### config.mk
export PLATFORM = sky130hd
export DESIGN_NAME = sinfonia_nucleo_param
export DESIGN_NICKNAME = d
export VERILOG_FILES = /design/src/rtl/sinfonia_nucleo_param.sv
export SDC_FILE = /design/constraint.sdc
export NUM_CORES = 1
export LEC_CHECK = 0
export ABC_AREA = 1
export CAP_MARGIN = 20
export CORE_MARGIN = 3
export CORE_UTILIZATION = 45
export DETAILED_ROUTE_END_ITERATION = 8
export GPL_TIMING_DRIVEN = 0
export PLACE_DENSITY_LB_ADDON = 0.08
export SETUP_SLACK_MARGIN = 0.1
export SLEW_MARGIN = 20
export SYNTH_ARGS = -nofsm -noshare
export SYNTH_HDL_FRONTEND = slang
export SYNTH_SLANG_ARGS = --single-unit
### constraint.sdc
create_clock -name clock -period 5.4 [get_ports clock]
set_input_delay 1.08 -clock clock [delete_from_list [all_inputs] [get_ports clock]]
set_output_delay 1.08 -clock clock [all_outputs]
set_load 0.005 [all_outputs]
### src/rtl/sinfonia_nucleo_param.sv
// sinfonia_nucleo_param
//   Simon-style sequence game core with internal sequence RAM. It plays rounds
//   of growing length on the leds, then times, registers and checks the player
//   presses. It keeps a saturating score. In training mode an error costs a
//   penalty and the round is replayed; otherwise the error ends the game.
//
// Optional feature: define SINFONIA_LFSR_EN to fill the sequence RAM from a
//   free-running 16-bit LFSR at every game start (state GERA). When it is
//   defined, the external write port is ignored.
//
// Ports
//   clock, reset      system clock, asynchronous active-low reset
//   jogar             start request (the rising edge is detected here)
//   nivel             0: game ends after PROF/2 rounds, 1: after PROF rounds
//   treinamento       training mode, latched at game start
//   botoes            synchronised buttons (level)
//   mem_we/addr/data  sequence RAM write port, accepted only while idle
//   leds              note being shown, or echo of the registered press
//   nota_valida       high while leds shows a sequence note
//   pontos, rodada    score and current round length
//   pronto/acertou/errou  game over / won / lost
//   db_estado         state code for debug
module sinfonia_nucleo_param #(
    parameter int N_NOTAS    = 7,
    parameter int PROF       = 16,
    parameter int W_PONTOS   = 8,
    parameter int PONTOS_INI = 100,
    parameter int BONUS      = 10,
    parameter int PENALIDADE = 5,
    parameter int T_NOTA     = 25_000_000,
    parameter int T_PAUSA    = 12_500_000,
    parameter int T_JOGADA   = 250_000_000,
    localparam int NW        = $clog2(N_NOTAS),
    localparam int AW        = $clog2(PROF)
) (
    input  logic                clock,
    input  logic                reset,
    input  logic                jogar,
    input  logic                nivel,
    input  logic                treinamento,
    input  logic [N_NOTAS-1:0]  botoes,
    input  logic                mem_we,
    input  logic [AW-1:0]       mem_addr,
    input  logic [NW-1:0]       mem_data,
    output logic [N_NOTAS-1:0]  leds,
    output logic                nota_valida,
    output logic [W_PONTOS-1:0] pontos,
    output logic [AW:0]         rodada,
    output logic                pronto,
    output logic                acertou,
    output logic                errou,
    output logic [3:0]          db_estado
);
    localparam logic [3:0] S_INICIAL    = 4'h0;
    localparam logic [3:0] S_PREPARA    = 4'h1;
    localparam logic [3:0] S_MOSTRA     = 4'h2;
    localparam logic [3:0] S_PAUSA      = 4'h3;
    localparam logic [3:0] S_ESPERA     = 4'h4;
    localparam logic [3:0] S_REGISTRA   = 4'h5;
    localparam logic [3:0] S_COMPARA    = 4'h6;
    localparam logic [3:0] S_LIBERA     = 4'h7;
    localparam logic [3:0] S_PROX       = 4'h8;
    localparam logic [3:0] S_PENALIZA   = 4'h9;
    localparam logic [3:0] S_FIM_ACERTO = 4'hA;
    localparam logic [3:0] S_FIM_ERRO   = 4'hB;
    localparam logic [3:0] S_GERA       = 4'hC;

    localparam logic [AW:0] LIM_ALTO  = (AW+1)'(PROF);
    localparam logic [AW:0] LIM_BAIXO = (AW+1)'(PROF / 2);

    logic [3:0]          estado_q, estado_d;
    logic [31:0]         timer_q, timer_d;
    logic [AW-1:0]       addr_q, addr_d;
    logic [AW:0]         rodada_q, rodada_d;
    logic [W_PONTOS-1:0] pontos_q, pontos_d;
    logic                treino_q, treino_d;
    logic [N_NOTAS-1:0]  jogada_q, jogada_d;
    logic                jogar_q, jogar_d;

    // Sequence RAM: never reset, its contents are undefined until written.
    logic [NW-1:0] mem [PROF];
    logic          mem_wr;
    logic [AW-1:0] mem_wr_addr;
    logic [NW-1:0] mem_wr_data;

    logic                jogar_borda, ocioso, ultima, erro;
    logic [AW:0]         limite;
    logic [N_NOTAS-1:0]  nota_oh;
    logic [W_PONTOS:0]   soma;
    logic [W_PONTOS-1:0] pontos_mais, pontos_menos;

    assign jogar_borda = jogar & ~jogar_q;
    assign ocioso      = (estado_q == S_INICIAL) || (estado_q == S_FIM_ACERTO) ||
                         (estado_q == S_FIM_ERRO);
    assign limite      = nivel ? LIM_ALTO : LIM_BAIXO;
    assign nota_oh     = N_NOTAS'(1) << mem[addr_q];
    // addr_q points at the last note of the current round
    assign ultima      = ({1'b0, addr_q} + (AW+1)'(1)) == rodada_q;

    // Saturating score arithmetic: one extra carry bit for the add; the
    // subtraction clamps at zero before it can wrap.
    assign soma         = {1'b0, pontos_q} + (W_PONTOS+1)'(BONUS);
    assign pontos_mais  = soma[W_PONTOS] ? '1 : soma[W_PONTOS-1:0];
    assign pontos_menos = (32'(pontos_q) < PENALIDADE) ? '0 :
                          pontos_q - W_PONTOS'(PENALIDADE);

`ifdef SINFONIA_LFSR_EN
    logic [15:0]   lfsr_q, lfsr_d;
    logic [NW-1:0] nota_gerada;

    // x^16+x^14+x^13+x^11+1, right-shifting Fibonacci form
    always_comb begin
        lfsr_d      = {lfsr_q[0] ^ lfsr_q[2] ^ lfsr_q[3] ^ lfsr_q[5], lfsr_q[15:1]};
        nota_gerada = NW'(32'(lfsr_q[NW-1:0]) % N_NOTAS);
    end

    always_ff @(posedge clock or negedge reset) begin
        if (!reset) lfsr_q <= 16'hACE1;
        else        lfsr_q <= lfsr_d;
    end

    always_comb begin
        mem_wr      = (estado_q == S_GERA);
        mem_wr_addr = addr_q;
        mem_wr_data = nota_gerada;
    end
`else
    always_comb begin
        mem_wr      = mem_we && ocioso && (32'(mem_addr) < PROF);
        mem_wr_addr = mem_addr;
        mem_wr_data = (32'(mem_data) < N_NOTAS) ? mem_data : '0;
    end
`endif

    always_ff @(posedge clock) begin
        if (mem_wr) mem[mem_wr_addr] <= mem_wr_data;
    end

    always_comb begin
        estado_d = estado_q;
        addr_d   = addr_q;
        rodada_d = rodada_q;
        pontos_d = pontos_q;
        treino_d = treino_q;
        jogada_d = jogada_q;
        jogar_d  = jogar;
        erro     = 1'b0;

        case (estado_q)
            S_INICIAL, S_FIM_ACERTO, S_FIM_ERRO: begin
                if (jogar_borda) begin
                    pontos_d = W_PONTOS'(PONTOS_INI);
                    rodada_d = (AW+1)'(1);
                    treino_d = treinamento;
                    addr_d   = '0;
`ifdef SINFONIA_LFSR_EN
                    estado_d = S_GERA;
`else
                    estado_d = S_PREPARA;
`endif
                end
            end
`ifdef SINFONIA_LFSR_EN
            S_GERA: begin
                if (addr_q == AW'(PROF - 1)) begin
                    addr_d   = '0;
                    estado_d = S_PREPARA;
                end else begin
                    addr_d = addr_q + AW'(1);
                end
            end
`endif
            S_PREPARA: begin
                addr_d   = '0;
                estado_d = S_MOSTRA;
            end
            S_MOSTRA: begin
                if (timer_q == 32'(T_NOTA - 1)) estado_d = S_PAUSA;
            end
            S_PAUSA: begin
                if (timer_q == 32'(T_PAUSA - 1)) begin
                    if (ultima) begin
                        addr_d   = '0;
                        estado_d = S_ESPERA;
                    end else begin
                        addr_d   = addr_q + AW'(1);
                        estado_d = S_MOSTRA;
                    end
                end
            end
            S_ESPERA: begin
                // A press wins over a timeout that lands on the same cycle.
                if (botoes != '0) begin
                    jogada_d = botoes;
                    estado_d = S_REGISTRA;
                end else if (timer_q == 32'(T_JOGADA - 1)) begin
                    erro = 1'b1;
                end
            end
            S_REGISTRA: estado_d = S_COMPARA;
            S_COMPARA: begin
                if (jogada_q == nota_oh) estado_d = S_LIBERA;
                else                     erro     = 1'b1;
            end
            S_LIBERA: begin
                // Holding the button here keeps it from being counted twice.
                if (botoes == '0) begin
                    if (ultima) begin
                        estado_d = S_PROX;
                    end else begin
                        addr_d   = addr_q + AW'(1);
                        estado_d = S_ESPERA;
                    end
                end
            end
            S_PROX: begin
                pontos_d = pontos_mais;
                if (rodada_q == limite) begin
                    estado_d = S_FIM_ACERTO;
                end else begin
                    rodada_d = rodada_q + (AW+1)'(1);
                    estado_d = S_PREPARA;
                end
            end
            S_PENALIZA: begin
                if (botoes == '0) estado_d = S_PREPARA;
            end
            default: estado_d = S_INICIAL;
        endcase

        // The penalty is applied once, on the way into PENALIZA.
        if (erro) begin
            if (treino_q) begin
                pontos_d = pontos_menos;
                estado_d = S_PENALIZA;
            end else begin
                estado_d = S_FIM_ERRO;
            end
        end

        // Every state entry starts its own timing window.
        timer_d = (estado_d != estado_q) ? '0 : timer_q + 32'd1;
    end

    always_ff @(posedge clock or negedge reset) begin
        if (!reset) begin
            estado_q <= S_INICIAL;
            timer_q  <= '0;
            addr_q   <= '0;
            rodada_q <= '0;
            pontos_q <= '0;
            treino_q <= 1'b0;
            jogada_q <= '0;
            jogar_q  <= 1'b0;
        end else begin
            estado_q <= estado_d;
            timer_q  <= timer_d;
            addr_q   <= addr_d;
            rodada_q <= rodada_d;
            pontos_q <= pontos_d;
            treino_q <= treino_d;
            jogada_q <= jogada_d;
            jogar_q  <= jogar_d;
        end
    end

    always_comb begin
        leds = '0;
        if (estado_q == S_MOSTRA) leds = nota_oh;
        else if ((estado_q == S_COMPARA) || (estado_q == S_LIBERA)) leds = jogada_q;
    end

    assign nota_valida = (estado_q == S_MOSTRA);
    assign pontos      = pontos_q;
    assign rodada      = rodada_q;
    assign pronto      = (estado_q == S_FIM_ACERTO) || (estado_q == S_FIM_ERRO);
    assign acertou     = (estado_q == S_FIM_ACERTO);
    assign errou       = (estado_q == S_FIM_ERRO);
    assign db_estado   = estado_q;

endmodule
==> out/results.ini <==
[cts]
cts_setup_buffers = 0
cts_tree = yes
htree_levels = 3
ctsResizeCount = 0
ctsRootBufferMaster = clkbuf_16
cts_buffer_depth = 2
cts_sinks = 110
cts.reportedPaths.clkPinSlew_ns = 0.07
cts_buffers = 9
clk_latency_ns = 0.36
hold_buffers = 0

[global_routing]
grt_max_degree = 35
met1_usage_pct = 29.70
grt_use_met2_pct = 32.38
grt_pass1_wl_um = 26770
grt_pass1_vias = 5514
grt_antenna_before_repair = 0
grtUsageTotal_pct = 20.82
top_usage_layer = met2
use_met3_pct = 3.393
overflow = 0

[floorplan]
fp-row-count = 43
die_w_um = 125.9
core_um2 = 13990
die-area_um2 = 15840
io_pins = 48
fp.dieH_um = 125.9
start_util_pct = 46.21

[timing]
tightestPinTransition_ns = 0.9733
slew_violations = 0
fmax_mhz = 254.2
skew_ns = 0.009225
slew-limit-headroom_pct = 34.51
finalHoldViolCount = 0
fin_crit_ns = 3.933
setup_tns_ns = 0
final-setup-viol-count = 0
worst_slack_ns = 1.467
min_period_over_period_pct = 72.84
rsz0062_at_grt = false

[drt]
drt_first_pass_iters = 5
drc_errors = 0
finalWirelength_um = 16000
ant_nets = 0
post_drt_wl_per_cell_um = 14.82
drt_iter0_drc = 468
vias = 5631
vias_per_cell = 5.219

[worst_setup_path]
crit_buf_inv = 3
worst_ep_required_time_ns = 4.32
crit_slowest_cell = clkdlybuf4s50_1
cp_max_fo = 10
endpoint_kind = primary output
crit_chain = inv_1, buf_2, nand3_1, nand2_1, nand2_1, nand2_1, nand2_1, nand2_1, nand3_1, o22ai_1, clkdlybuf4s50_1
max_stage_delay_ns = 0.57
crit_top_cell = nand2_1
critPathTopFamily = buffers and inverters
startpoint_type = register
worstSetupPathType = register to primary output
critPathArrivalTime_ns = 2.85

[pwr]
switchingPower_mw = 0.9464
pwr-share-seq_pct = 38.2
intPower_mw = 1.691
p_clk_share_pct = 27.4
switching_share_pct = 35.88
powerDensity_nw_per_um2 = 350.1
p_comb_share_pct = 34.4
ir_worst_vdd_mv = 0.1559
p_leak_nw = 3.277

[logic_synthesis]
syn_inst = 833
ys_warn_count = 0
synth-seq-cells = 110
synth_nets = 860
synth_area_um2 = 6464
synth.distinct_cells = 39
syn_avg_cell_area_um2 = 7.760
ys_seq_area_share_pct = 46.30

[worst_hold_path]
hold_path_class = register to register

[placed_design]
hpwl_um = 12180
place.port_buffers = 47
gp_congestion = 0.8816
post-place-ws_ns = 1.332

[layout]
drive_gt1_share_pct = 8.788
n_antenna_cell = 0
fillerInstances = 1314
regArea_um2 = 2993
multiInputGateArea_um2 = 2843
fin_nets = 921
area_delta_synth_final_pct = 16.55

[flow_run]
drv_cap = 0

[run_status]
status = complete, no violations

-- per-stage QoR --
step / hold WS, ns / utilization [%] / power (mW) / instances / cell area, um^2
4_1_cts: 0.4676 / 53.86 / 2.653 / 1079 / 7533
5_1_grt: 0.4900 / 53.86 / 2.805 / 1079 / 7533
3_3_place_gp: 0.4541 / 51.18 / 1.910 / 1060 / 7159
3_5_place_dp: 0.4577 / 51.55 / 1.933 / 1063 / 7211
2_1_floorplan: 0.4329 / - / 1.615 / 833 / 6464
6_report: 0.4652 / 53.86 / 2.638 / 1079 / 7533
-- Yosys cell counts, drive strengths merged --
cell type | instances | area share, %
nand2 | 199 | 12
inv | 139 | 8.1
nor2 | 121 | 8.3
nand3 | 78 | 6.2
dfrtp | 62 | 24
edfxtp | 48 | 22
nor3 | 23 | 1.8
o21ai | 23 | 1.8
xor2 | 22 | 3.0
nand4 | 20 | 1.9
a21oi | 17 | 1.3
buf | 14 | 1.6
o22ai | 11 | 1.1
nor4 | 10 | 0.97
xnor2 | 9 | 1.2
ha | 7 | 1.4
a31oi | 6 | 0.58
or2 | 5 | 0.48
a21boi | 3 | 0.35
o31ai | 3 | 0.35
a211oi | 2 | 0.23
clkbuf | 2 | 0.12
mux2i | 2 | 0.31
o211ai | 2 | 0.23
a41oi | 1 | 0.14
clkinv | 1 | 0.058
nand3b | 1 | 0.12
nor3b | 1 | 0.12
o2111ai | 1 | 0.14
-- cells in the final DEF (no fill, tap or decap), types with 5 or more instances in the layout --
| cell type | n |
|---|---|
| o21ai_0 | 23 |
| ha_1 | 7 |
| buf_6 | 7 |
| nor2_1 | 90 |
| xor2_1 | 22 |
| nand4_1 | 20 |
| nand3_1 | 76 |
| nor3_1 | 23 |
| clkbuf_16 | 9 |
| nor2_2 | 30 |
| xnor2_1 | 9 |
| inv_1 | 138 |
| nand2_1 | 193 |
| o22ai_1 | 11 |
| clkdlybuf4s50_1 | 46 |
| edfxtp_1 | 48 |
| a21oi_1 | 17 |
| nor4_1 | 10 |
| nand2_2 | 5 |
| a31oi_1 | 6 |
| dfrtp_1 | 62 |
| buf_2 | 7 |
-- cell type report --
type                    count  share of cell area, %
plain buffers              16                  1.511
clock buffers              10                  3.039
clock inverters             6                  1.246
inverters                 140                  6.976
multi-input cells         567                  37.73
flip-flops and latches    110                  39.73
well taps                 180                  2.990
repair buffers             50                  6.776
-- power by group through the flow --
stage	clock, mW	combinational, mW	sequential, mW
2_1_floorplan	0	0.605	1.01
3_3_place_gp	0	0.888	1.02
3_5_place_dp	0	0.909	1.02
4_1_cts	0.734	0.914	1.01
5_1_grt	0.771	1.02	1.02
6_report	0.722	0.908	1.01
-- sequential cells by signal, indices dropped and copies added, names as in the netlist, 4 cells and up --
name       flops
jogada_q       7
mem           48
rodada         5
timer_q       32
pontos         8
addr_q         4
db_estado      4
-- routing by layer --
layer / part of all wire (%) / wire, um
met5: 0 / 0
met2: 45 / 7214
met3: 5.5 / 881
met1: 47 / 7588
met4: 1.9 / 311
-- kinds of logic after synthesis --
kind of cell	count (synthesis)	synth area share (%)
multiplexers	2	0.3097
AND/OR/NAND/NOR	458	31.77
AO/OA/AOI/OAI	69	6.175
flip-flops	110	46.30
XOR/XNOR	31	4.201
adder cells (fa/ha/maj)	7	1.355
buffers and inverters	156	9.891
-- path summary, 6_finish.rpt --
| kind | from | to | slack, ns | cells after the start |
|---|---|---|---|---|
| worst min-delay path | timer_q[0] | timer_q[0] | 0.47 | 1 |
| min in group asynchronous | reset | rodada[2] | 0.65 | 1 |
| worst max register to register | addr_q[1] | timer_q[24] | 2.26 | 21 |
| worst min register to register | timer_q[0] | timer_q[0] | 0.47 | 1 |
| max in group asynchronous | reset | timer_q[24] | 4.23 | 2 |
| worst max-delay path | addr_q[1] | leds[4] | 1.47 | 11 |
No activity file was read; power rests on OpenSTA's default activity.
